**src/rtl/bwa_seq_mult.sv**
```systemverilog
// bwa_seq_mult: sequential signed multiplier built on Baugh-Wooley rows.
// One partial-product row is accumulated per clock, so a WIDTH x WIDTH
// product completes WIDTH cycles after the start is accepted.
//
// Optional feature macro: BWA_SIGNED_SEL_EN
//   When defined, the is_signed port selects a signed (1) or unsigned (0)
//   multiply. It is latched together with the operands. When the macro is
//   undefined, the block is signed-only and the port is absent.
//
// Ports:
//   clk       rising-edge clock
//   rst       asynchronous, active-high reset
//   start     multiply request, sampled only while idle
//   a, b      operands, latched on an accepted start
//   is_signed signed/unsigned select (only with BWA_SIGNED_SEL_EN)
//   busy      registered, high while rows are being accumulated
//   done      one-cycle pulse when product updates
//   product   2*WIDTH-bit result, held until the next completion
module bwa_seq_mult #(
    parameter int WIDTH = 32,
    parameter int CW    = $clog2(WIDTH)
) (
    input  logic                      clk,
    input  logic                      rst,
    input  logic                      start,
    input  logic signed [WIDTH-1:0]   a,
    input  logic signed [WIDTH-1:0]   b,
`ifdef BWA_SIGNED_SEL_EN
    input  logic                      is_signed,
`endif
    output logic                      busy,
    output logic                      done,
    output logic signed [2*WIDTH-1:0] product
);

    localparam int PW = 2 * WIDTH;
    // Baugh-Wooley correction constant: 2^WIDTH + 2^(2*WIDTH-1).
    localparam logic [PW-1:0] ACC_INIT = (PW'(1) << WIDTH) | (PW'(1) << (PW - 1));
    localparam logic [CW-1:0] LAST_ROW = CW'(WIDTH - 1);

    typedef enum logic {
        IDLE,
        RUN
    } state_t;

    state_t           state_q, state_d;
    logic [CW-1:0]    cnt_q, cnt_d;
    logic [PW-1:0]    acc_q, acc_d;
    logic [WIDTH-1:0] a_q, a_d;
    logic [WIDTH-1:0] b_q, b_d;
    logic [PW-1:0]    product_q, product_d;
    logic             busy_q, busy_d;
    logic             done_q, done_d;
    logic             sgn_q;
    logic             sgn_d;

`ifdef BWA_SIGNED_SEL_EN
    always_ff @(posedge clk or posedge rst) begin
        if (rst) begin
            sgn_q <= 1'b0;
        end else begin
            sgn_q <= sgn_d;
        end
    end
`else
    assign sgn_q = 1'b1;
`endif

    // Row generation: masked copy of a_q, with the Baugh-Wooley inversions
    // (MSB on ordinary rows, all but the MSB on the last row).
    logic [WIDTH-1:0] pp;
    logic [WIDTH-1:0] inv_mask;
    logic [WIDTH-1:0] row;
    logic [PW-1:0]    row_sh;
    logic [PW-1:0]    sum;

    always_comb begin
        pp       = a_q & {WIDTH{b_q[cnt_q]}};
        inv_mask = '0;
        if (sgn_q) begin
            if (cnt_q == LAST_ROW) begin
                inv_mask = {1'b0, {(WIDTH - 1){1'b1}}};
            end else begin
                inv_mask = {1'b1, {(WIDTH - 1){1'b0}}};
            end
        end
        row    = pp ^ inv_mask;
        row_sh = {{WIDTH{1'b0}}, row} << cnt_q;
        sum    = acc_q + row_sh;
    end

    always_comb begin
        state_d   = state_q;
        cnt_d     = cnt_q;
        acc_d     = acc_q;
        a_d       = a_q;
        b_d       = b_q;
        product_d = product_q;
        done_d    = 1'b0;
        // busy drops on the edge that raises done.
        busy_d    = (state_q == RUN) && (cnt_q != LAST_ROW);
`ifdef BWA_SIGNED_SEL_EN
        sgn_d     = sgn_q;
`else
        sgn_d     = 1'b1;
`endif
        case (state_q)
            IDLE: begin
                if (start) begin
                    a_d     = a;
                    b_d     = b;
`ifdef BWA_SIGNED_SEL_EN
                    sgn_d   = is_signed;
`endif
                    acc_d   = sgn_d ? ACC_INIT : '0;
                    cnt_d   = '0;
                    state_d = RUN;
                end
            end
            RUN: begin
                acc_d = sum;
                cnt_d = cnt_q + 1'b1;
                if (cnt_q == LAST_ROW) begin
                    product_d = sum;
                    done_d    = 1'b1;
                    state_d   = IDLE;
                end
            end
            default: state_d = IDLE;
        endcase
    end

    always_ff @(posedge clk or posedge rst) begin
        if (rst) begin
            state_q   <= IDLE;
            cnt_q     <= '0;
            acc_q     <= '0;
            a_q       <= '0;
            b_q       <= '0;
            product_q <= '0;
            busy_q    <= 1'b0;
            done_q    <= 1'b0;
        end else begin
            state_q   <= state_d;
            cnt_q     <= cnt_d;
            acc_q     <= acc_d;
            a_q       <= a_d;
            b_q       <= b_d;
            product_q <= product_d;
            busy_q    <= busy_d;
            done_q    <= done_d;
        end
    end

    assign busy    = busy_q;
    assign done    = done_q;
    assign product = product_q;

endmodule

```
**config.mk**
```make
export PLATFORM = sky130hd
export DESIGN_NAME = bwa_seq_mult
export DESIGN_NICKNAME = d
export VERILOG_FILES = /design/src/rtl/bwa_seq_mult.sv
export SDC_FILE = /design/constraint.sdc
export NUM_CORES = 1
export LEC_CHECK = 0
export CORE_AREA = 2 2 165 167
export DETAILED_ROUTE_END_ITERATION = 16
export DIE_AREA = 0 0 167 169
export PLACE_DENSITY = 0.76
export SLEW_MARGIN = 0
export SYNTH_ARGS = -nofsm -noshare
export SYNTH_HDL_FRONTEND = slang
export SYNTH_SLANG_ARGS = --single-unit
```
**constraint.sdc**
```tcl
create_clock -name clk -period 7.87 [get_ports clk]
set_clock_uncertainty 0.15 [all_clocks]
set_input_delay 0.787 -clock clk [delete_from_list [all_inputs] [get_ports clk]]
set_output_delay 0.787 -clock clk [all_outputs]
set_load 0.02 [all_outputs]
```
==> impl_results.md, run 1 <==
- Final setup violation count: 0
- Clock H-tree levels: 4
- Most frequent cells in the layout: nand2_1, dfrtp_1, clkdlybuf4s50_1
- CTS tree: done
- WHS: roughly 330 ps
- Hold_buf cts: 0
- Most common cell after layout, fill and taps aside: nand2_1
- Syn_nets: ~1,800
- Final worst slack: about 710 ps
- Slew Limit Fails: 0
- Relative slew slack: 0.278
- Crit path max-delay family: compound AO/OA/AOI/OAI gates
- Pre-antenna DRT Iters: 6
- Syn_area_per_cell: 8.86 µm²
- Post-Syn Instances: roughly 1,600
- CTS clk-pin slew, worst paths: ~90 ps
- Hold crit path type: flop to flop
- WP data required: ~8100 ps
- Layout area overhead: 14.6%
- RD Place Congestion: 0.955
- Final hold violation count: 0
- First DRT Iteration DRCs: between 1,000 and 1,500
- Die Width: around 170 µm
- Period minus WS final: 7160 ps
- Yosys warnings: 0
- Register area: 5010 µm²
- Grt ovf: 0
- Synth area leaders: dfrtp_1, nand2_1, mux2_2
- NumNets Final: roughly 1,800
- Multi-input gate area: ~8800 µm²
- WS Path Type: flop to flop
- Vias in the first global route: approximately 12,000
- Crit path DAT: between 7000 and 8000 ps
- Core area: 26,500 µm²
- Fillers: about 2,200
- Worst-path cell chain: mux4_2 > mux4_2 > mux2i_4 > buf_4 > nor2b_2 > o22a_1 > xnor2_1 > nand2_1 > nor2_1 > a21oi_1 > o31ai_1 > ha_1 > a21o_1 > a21o_1 > a21o_1 > a2111o_1 > a211oi_1 > o41ai_1 > a22o_1 > a211oi_1 > xnor2_1 > mux2_2
- Share of the synthesized area in the top cell type: 0.349
- Starting density of the core: 0.541
- DR vias/cell: ~6.2
- Gr usage total: 0.280
- Clock root buffer: clkbuf_16
- Yosys top cell by area: dfrtp_1
- Skew-Pair Late Insertion Delay: between 400 and 500 ps
- # rows: 60
- Final period utilization: 0.910
- Dpl ws: 873 ps
- Number of synthesized flops with an enable pin: 0
- Crit path buffers/inverters: 1
- Die Footprint: ~28,000 µm²
- Post-DP HPWL: ~29,000 µm
- Placed cell areas: approximately 16,000 µm²
- Top-level I/O count: about 130
- Distinct cell type count of the synthesized netlist: between 70 and 80
- CP most frequent cell: a21o_1
- Average wire per standard cell: 19.4 µm
- Vias: roughly 13,000
- Synth Flop Type: dfrtp_1
- WL final: roughly 39,000 µm
- Outcome: completed
- Height of the die: 169 µm
- # DRC: 0
- Post-cts gate resize count: 0
- Unrepaired setup endpoints after global routing: no
- Largest net degree at the start of global routing: 133
- Total of max-cap violations: 0
- Total CTS buffers: 17
- #FFs+latches synth: 200
- TNS Setup: 0 ps
- Final ANT Viol Nets: 0
- Clock sink count: 200
- Seq/Total Area, Yosys: 0.349
- CP max FO: 50
- Initial antenna violation count: 0
- Synthesized area: ~14,000 µm²
- Worst stage delay on the critical path: 990 ps
- Critical path's slowest cell: dfrtp_2
- IO buf count: ~130
- Layout cells sized above 1: 0.110
- Post-CTS setup repair buffer count: 0
- Design Area, Final: 16,400 µm²
- Highest clock rate: 0.140 GHz
- First-pass GRT wire length: 64,000 µm
- CP endpoint kind: flop
- Slew @ Worst Pin: 1080 ps
- Startpoint Class: flop
- FFs w/ async S/R, synth: 1.00
- # diodes: 0
- Max Buffers Root-to-Sink: 2
==> cell type report <==
class	instances	area share
clock buffers	17	0.0259
well taps	341	0.0260
repair buffers	149	0.0882
clock inverters	15	0.0143
inverters	28	0.00685
flip-flops and latches	200	0.305
multi-input cells	1275	0.534
==> cell usage after synthesis, types with 4 or more instances <==
master    instances
xor2_1           21
nand4_1          23
a21o_1           40
and3_1           21
o211ai_1          6
nand2b_1          8
buf_1            15
mux2_2           84
nor2b_1          15
nand2_1         285
o21bai_1         11
a21oi_1         112
a31oi_1           7
a2111o_1          4
mux2i_1          37
or3_1             5
ha_1             65
a311oi_1          5
nor3_1           25
and2_1           12
a22o_1           43
nand3_1          30
buf_2            11
o21ai_0          66
inv_1            23
nor2_1          107
dfrtp_1         200
o31ai_1          11
a211oi_1         24
a221oi_1          5
xnor2_1          71
a211o_1           5
o21a_1            9
mux4_2           24
a22oi_1           5
o21ai_1          21
o22ai_1          13
clkbuf_1         85
==> final timing paths <==
check,startpoint,end,slack (ps),depth (start not counted)
hold reg to reg,product[24]$_DFFE_PP0P_,product[24]$_DFFE_PP0P_,330,2
min in group asynchronous,rst,b_q[27]$_DFFE_PP0P_,780,2
setup / recovery,cnt_q[1]$_DFFE_PP0P_,product[62]$_DFFE_PP0P_,710,22
max in group asynchronous,rst,product[36]$_DFFE_PP0P_,5370,3
hold / removal,product[24]$_DFFE_PP0P_,product[24]$_DFFE_PP0P_,330,2
setup reg to reg,cnt_q[1]$_DFFE_PP0P_,product[62]$_DFFE_PP0P_,710,22
==> metal layers <==
layer  wire [µm]  global-route usage
met4         419              0.0528
met2       17600               0.428
met5           0                   0
met1       18600               0.430
met3        2710              0.0376
==> worst min-delay path, stage by stage (launching register included) <==
cell and delay [ps]:
dfrtp_1 350, nand2_1 50, nand2_1 50
==> metrics by stage <==
step                      std cells  utilization
after detailed placement       1993        0.595
after global placement         1993        0.595
after global routing           2025        0.620
after floorplan                1619            -
final                          2025        0.620
after CTS                      2025        0.620
==> logic make-up after synthesis <==
group / share of synthesized area
xor gates and xnor gates: 0.0573
and+or+nand+nor: 0.167
DFF: 0.349
AOI/OAI and AO/OA: 0.197
adders and majority gates: 0.0581
buffers and inverters: 0.0407
muxes: 0.131
==> registers in the layout, summed over array words and instances, names as in the netlist <==
register and cells:
acc_q 64, product 64, a_q 32, b_q 32
cnt_q 5, busy 1, done 1, state_q 1
Power of run 1 is left out: the tool's default activity adds up to more than one toggle a clock period on the data nets, which glitch-free logic cannot reach.
==> run 2, diff against run 1 <==
--- a/config.mk
+++ b/config.mk
@@ -5,9 +5,10 @@
 export SDC_FILE = /design/constraint.sdc
 export NUM_CORES = 1
 export LEC_CHECK = 0
-export CORE_AREA = 2 2 165 167
+export ABC_AREA = 1
+export CORE_AREA = 2 2 166 168
 export DETAILED_ROUTE_END_ITERATION = 16
-export DIE_AREA = 0 0 167 169
+export DIE_AREA = 0 0 168 170
 export PLACE_DENSITY = 0.76
 export SLEW_MARGIN = 0
 export SYNTH_ARGS = -nofsm -noshare
==> impl_results.md, run 2 <==
- Clock root buffer: clkbuf_16 (unchanged)
- Startpoint Class: flop (unchanged)
- Reg-to-reg startpoint: cnt_q[2]$_DFFE_PP0P_ (was cnt_q[1]$_DFFE_PP0P_)
- NumNets Final: 2,386 (was 1,804)
- FF-to-FF End: product[40]$_DFFE_PP0P_ (was product[62]$_DFFE_PP0P_)
- Max Buffers Root-to-Sink: 2 (unchanged)
- Height of the die: 170 µm (was 169 µm)
- Relative slew slack: 0.151 (was 0.278)
- Worst stage delay on the critical path: 640 ps (was 990 ps)
- Fillers: 2,501 (was 2,237)
- Highest clock rate: 0.163 GHz (was 0.140 GHz)
- Final hold violation count: 0 (unchanged)
- Distinct cell type count of the synthesized netlist: 45 (was 78)
- WS Path Type: flop to flop (unchanged)
- TNS Setup: 0 ps (unchanged)
- Seq/Total Area, Yosys: 0.344 (was 0.349)
- WP data required: 8070 ps (was 8050 ps)
- Die Footprint: 28,600 µm² (was 28,200 µm²)
- # DRC: 0 (unchanged)
- Slew Limit Fails: 0 (unchanged)
- Crit path DAT: 6320 ps (was 7340 ps)
- RD Place Congestion: 1.03 (was 0.955)
- #FFs+latches synth: 200 (unchanged)
- Synthesized area: 14,500 µm² (was 14,300 µm²)
- Total of max-cap violations: 0 (unchanged)
- Multi-input gate area: 8530 µm² (was 8770 µm²)
- First DRT Iteration DRCs: 1,744 (was 1,441)
- Most frequent cells in the layout: nand2_1, nand3_1, dfrtp_1 (was nand2_1, dfrtp_1, clkdlybuf4s50_1)
- Die Width: 168 µm (was 167 µm)
- Layout area overhead: 14.1% (was 14.6%)
- # diodes: 0 (unchanged)
- Final setup violation count: 0 (unchanged)
- Slew @ Worst Pin: 1270 ps (was 1080 ps)
- Most common cell after layout, fill and taps aside: nand2_1 (unchanged)
- Core area: 26,700 µm² (was 26,500 µm²)
- Largest net degree at the start of global routing: 130 (was 133)
- Post-Syn Instances: 2,185 (was 1,619)
- Share of the synthesized area in the top cell type: 0.344 (was 0.349)
- Vias: 15,500 (was 12,500)
- Starting density of the core: 0.546 (was 0.541)
- CTS clk-pin slew, worst paths: 90 ps (about the same)
- Top-level I/O count: 133 (unchanged)
- Grt ovf: 0 (unchanged)
- Pre-antenna DRT Iters: 7 (was 6)
- Top-count cell post-synth: nand2_1 (unchanged)
- Vias in the first global route: 14,700 (was 11,700)
- Post-cts gate resize count: 0 (unchanged)
- Non-Filler Instances: 2,607 (was 2,025)
- DR vias/cell: 5.95 (was 6.19)
- Yosys top cell by area: dfrtp_1 (unchanged)
- Synth Flop Type: dfrtp_1 (unchanged)
- First-pass GRT wire length: 78,300 µm (was 64,000 µm)
- Unrepaired setup endpoints after global routing: no (unchanged)
- Flop-to-flop setup slack: 1750 ps (was 710 ps)
- FFs w/ async S/R, synth: 1.00 (unchanged)
- R2r worst-path depth: 34 (was 22)
- IO buf count: 132 (unchanged)
- Placed cells: 2,575 (was 1,993)
- Post-DP HPWL: 37,200 µm (was 28,800 µm)
- Number of synthesized flops with an enable pin: 0 (unchanged)
- Outcome: completed (unchanged)
- CP endpoint kind: flop (unchanged)
- Initial antenna violation count: 1 (was 0)
- Gr usage total: 0.349 (was 0.280)
- Hold Crit Start: b_q[3]$_DFFE_PP0P_ (was product[24]$_DFFE_PP0P_)
- CTS tree: done (unchanged)
- # rows: 60 (unchanged)
- Period minus WS final: 6120 ps (was 7160 ps)
- Post-CTS setup repair buffer count: 0 (unchanged)
- CP max FO: 64 (was 50)
- Design Area, Final: 16,600 µm² (was 16,400 µm²)
- Critical path's slowest cell: dfrtp_1 (was dfrtp_2)
- Post-synth top cells: nand2_1, nand3_1, dfrtp_1, inv_1, o21ai_0 (was nand2_1, dfrtp_1, a21oi_1, nor2_1, clkbuf_1)
- Layout cells sized above 1: 0.0362 (was 0.110)
- Syn_area_per_cell: 6.65 µm² (was 8.86 µm²)
- Hold crit path type: flop to flop (unchanged)
- Register area: 5000 µm² (was 5010 µm²)
- CP most frequent cell: nand2_1 (was a21o_1)
- Final ANT Viol Nets: 0 (unchanged)
- Clock H-tree levels: 4 (unchanged)
- Hold_buf cts: 0 (unchanged)
- Hold path cells: 2 (unchanged)
- Worst Hold End: b_q[3]$_DFFE_PP0P_ (was product[24]$_DFFE_PP0P_)
- Average wire per standard cell: 19.0 µm (was 19.4 µm)
- Syn_nets: 2,318 (was 1,752)
- Skew-Pair Late Insertion Delay: 460 ps (was 450 ps)
- Yosys warnings: 0 (unchanged)
- Total CTS buffers: 17 (unchanged)
- Clock sink count: 200 (unchanged)
- WL final: 49,600 µm (was 39,300 µm)
- Final period utilization: 0.777 (was 0.910)
- Synth area leaders: dfrtp_1, nand2_1, nand3_1 (was dfrtp_1, nand2_1, mux2_2)
- Placed cell areas: 16,000 µm² (was 15,800 µm²)
- WHS: 329 ps (was 326 ps)
run 2: changes by cell type in the layout (fill, tap and decap cells not counted), moves of 37 or more:
cell | before | now
a22o_1 | 43 | 0
inv_1 | 22 | 144
mux2_2 | 84 | 0
mux2i_1 | 37 | 0
nand2_1 | 284 | 713
nand3_1 | 30 | 402
o21ai_0 | 66 | 141
xnor2_1 | 71 | 13
run 2: kinds of logic after synthesis:
logic type,after synthesis,share of synthesized area
and+or+nand+nor,1314,0.387
AOI/OAI and AO/OA,316,0.119
buffers and inverters,252,0.0700
DFF,200,0.344
adders and majority gates,66,0.0573
xor gates and xnor gates,37,0.0223
run 2: cell type report:
cell class              instances  area share
clock buffers                  17      0.0256
repair buffers                148      0.0869
multi-input cells            1733       0.514
inverters                     153      0.0352
clock inverters                15      0.0104
well taps                     341      0.0257
flip-flops and latches        200       0.302
run 2: routing by layer:
metal	vias up	wire length [µm]	global-route usage
met5	-	0	0
met4	0	1870	0.130
met3	116	3530	0.0616
met2	684	23100	0.586
met1	7293	21100	0.454
li1	7408	-	-
run 2: worst max path at each step:
stage,cells after the start,to,from
CTS,31,product[62]$_DFFE_PP0P_,cnt_q[2]$_DFFE_PP0P_
global placement,31,product[62]$_DFFE_PP0P_,cnt_q[2]$_DFFE_PP0P_
floorplan,1,a_q[0]$_DFFE_PP0P_,rst
finish,34,product[40]$_DFFE_PP0P_,cnt_q[2]$_DFFE_PP0P_
global route,31,acc_q[62]$_DFFE_PP0P_,cnt_q[2]$_DFFE_PP0P_
detailed placement,31,product[62]$_DFFE_PP0P_,cnt_q[2]$_DFFE_PP0P_
run 2: metrics by stage:
| stage | util | worst slack (ps) |
|---|---|---|
| 2_1_floorplan | - | 1480 |
| 3_3_place_gp | 0.600 | 2150 |
| 3_5_place_dp | 0.600 | 1900 |
| 4_1_cts | 0.622 | 1870 |
| 5_1_grt | 0.622 | 1280 |
| 6_report | 0.622 | 1750 |
run 2: worst max-delay path, delay by kind of cell (launching register included):
family	cells	cell delay, ps
compound gates	2	470
fa+ha+maj	2	600
buf+inv	5	730
flops	1	640
simple gates	25	3400
Power of run 2 is left out for the same reason.
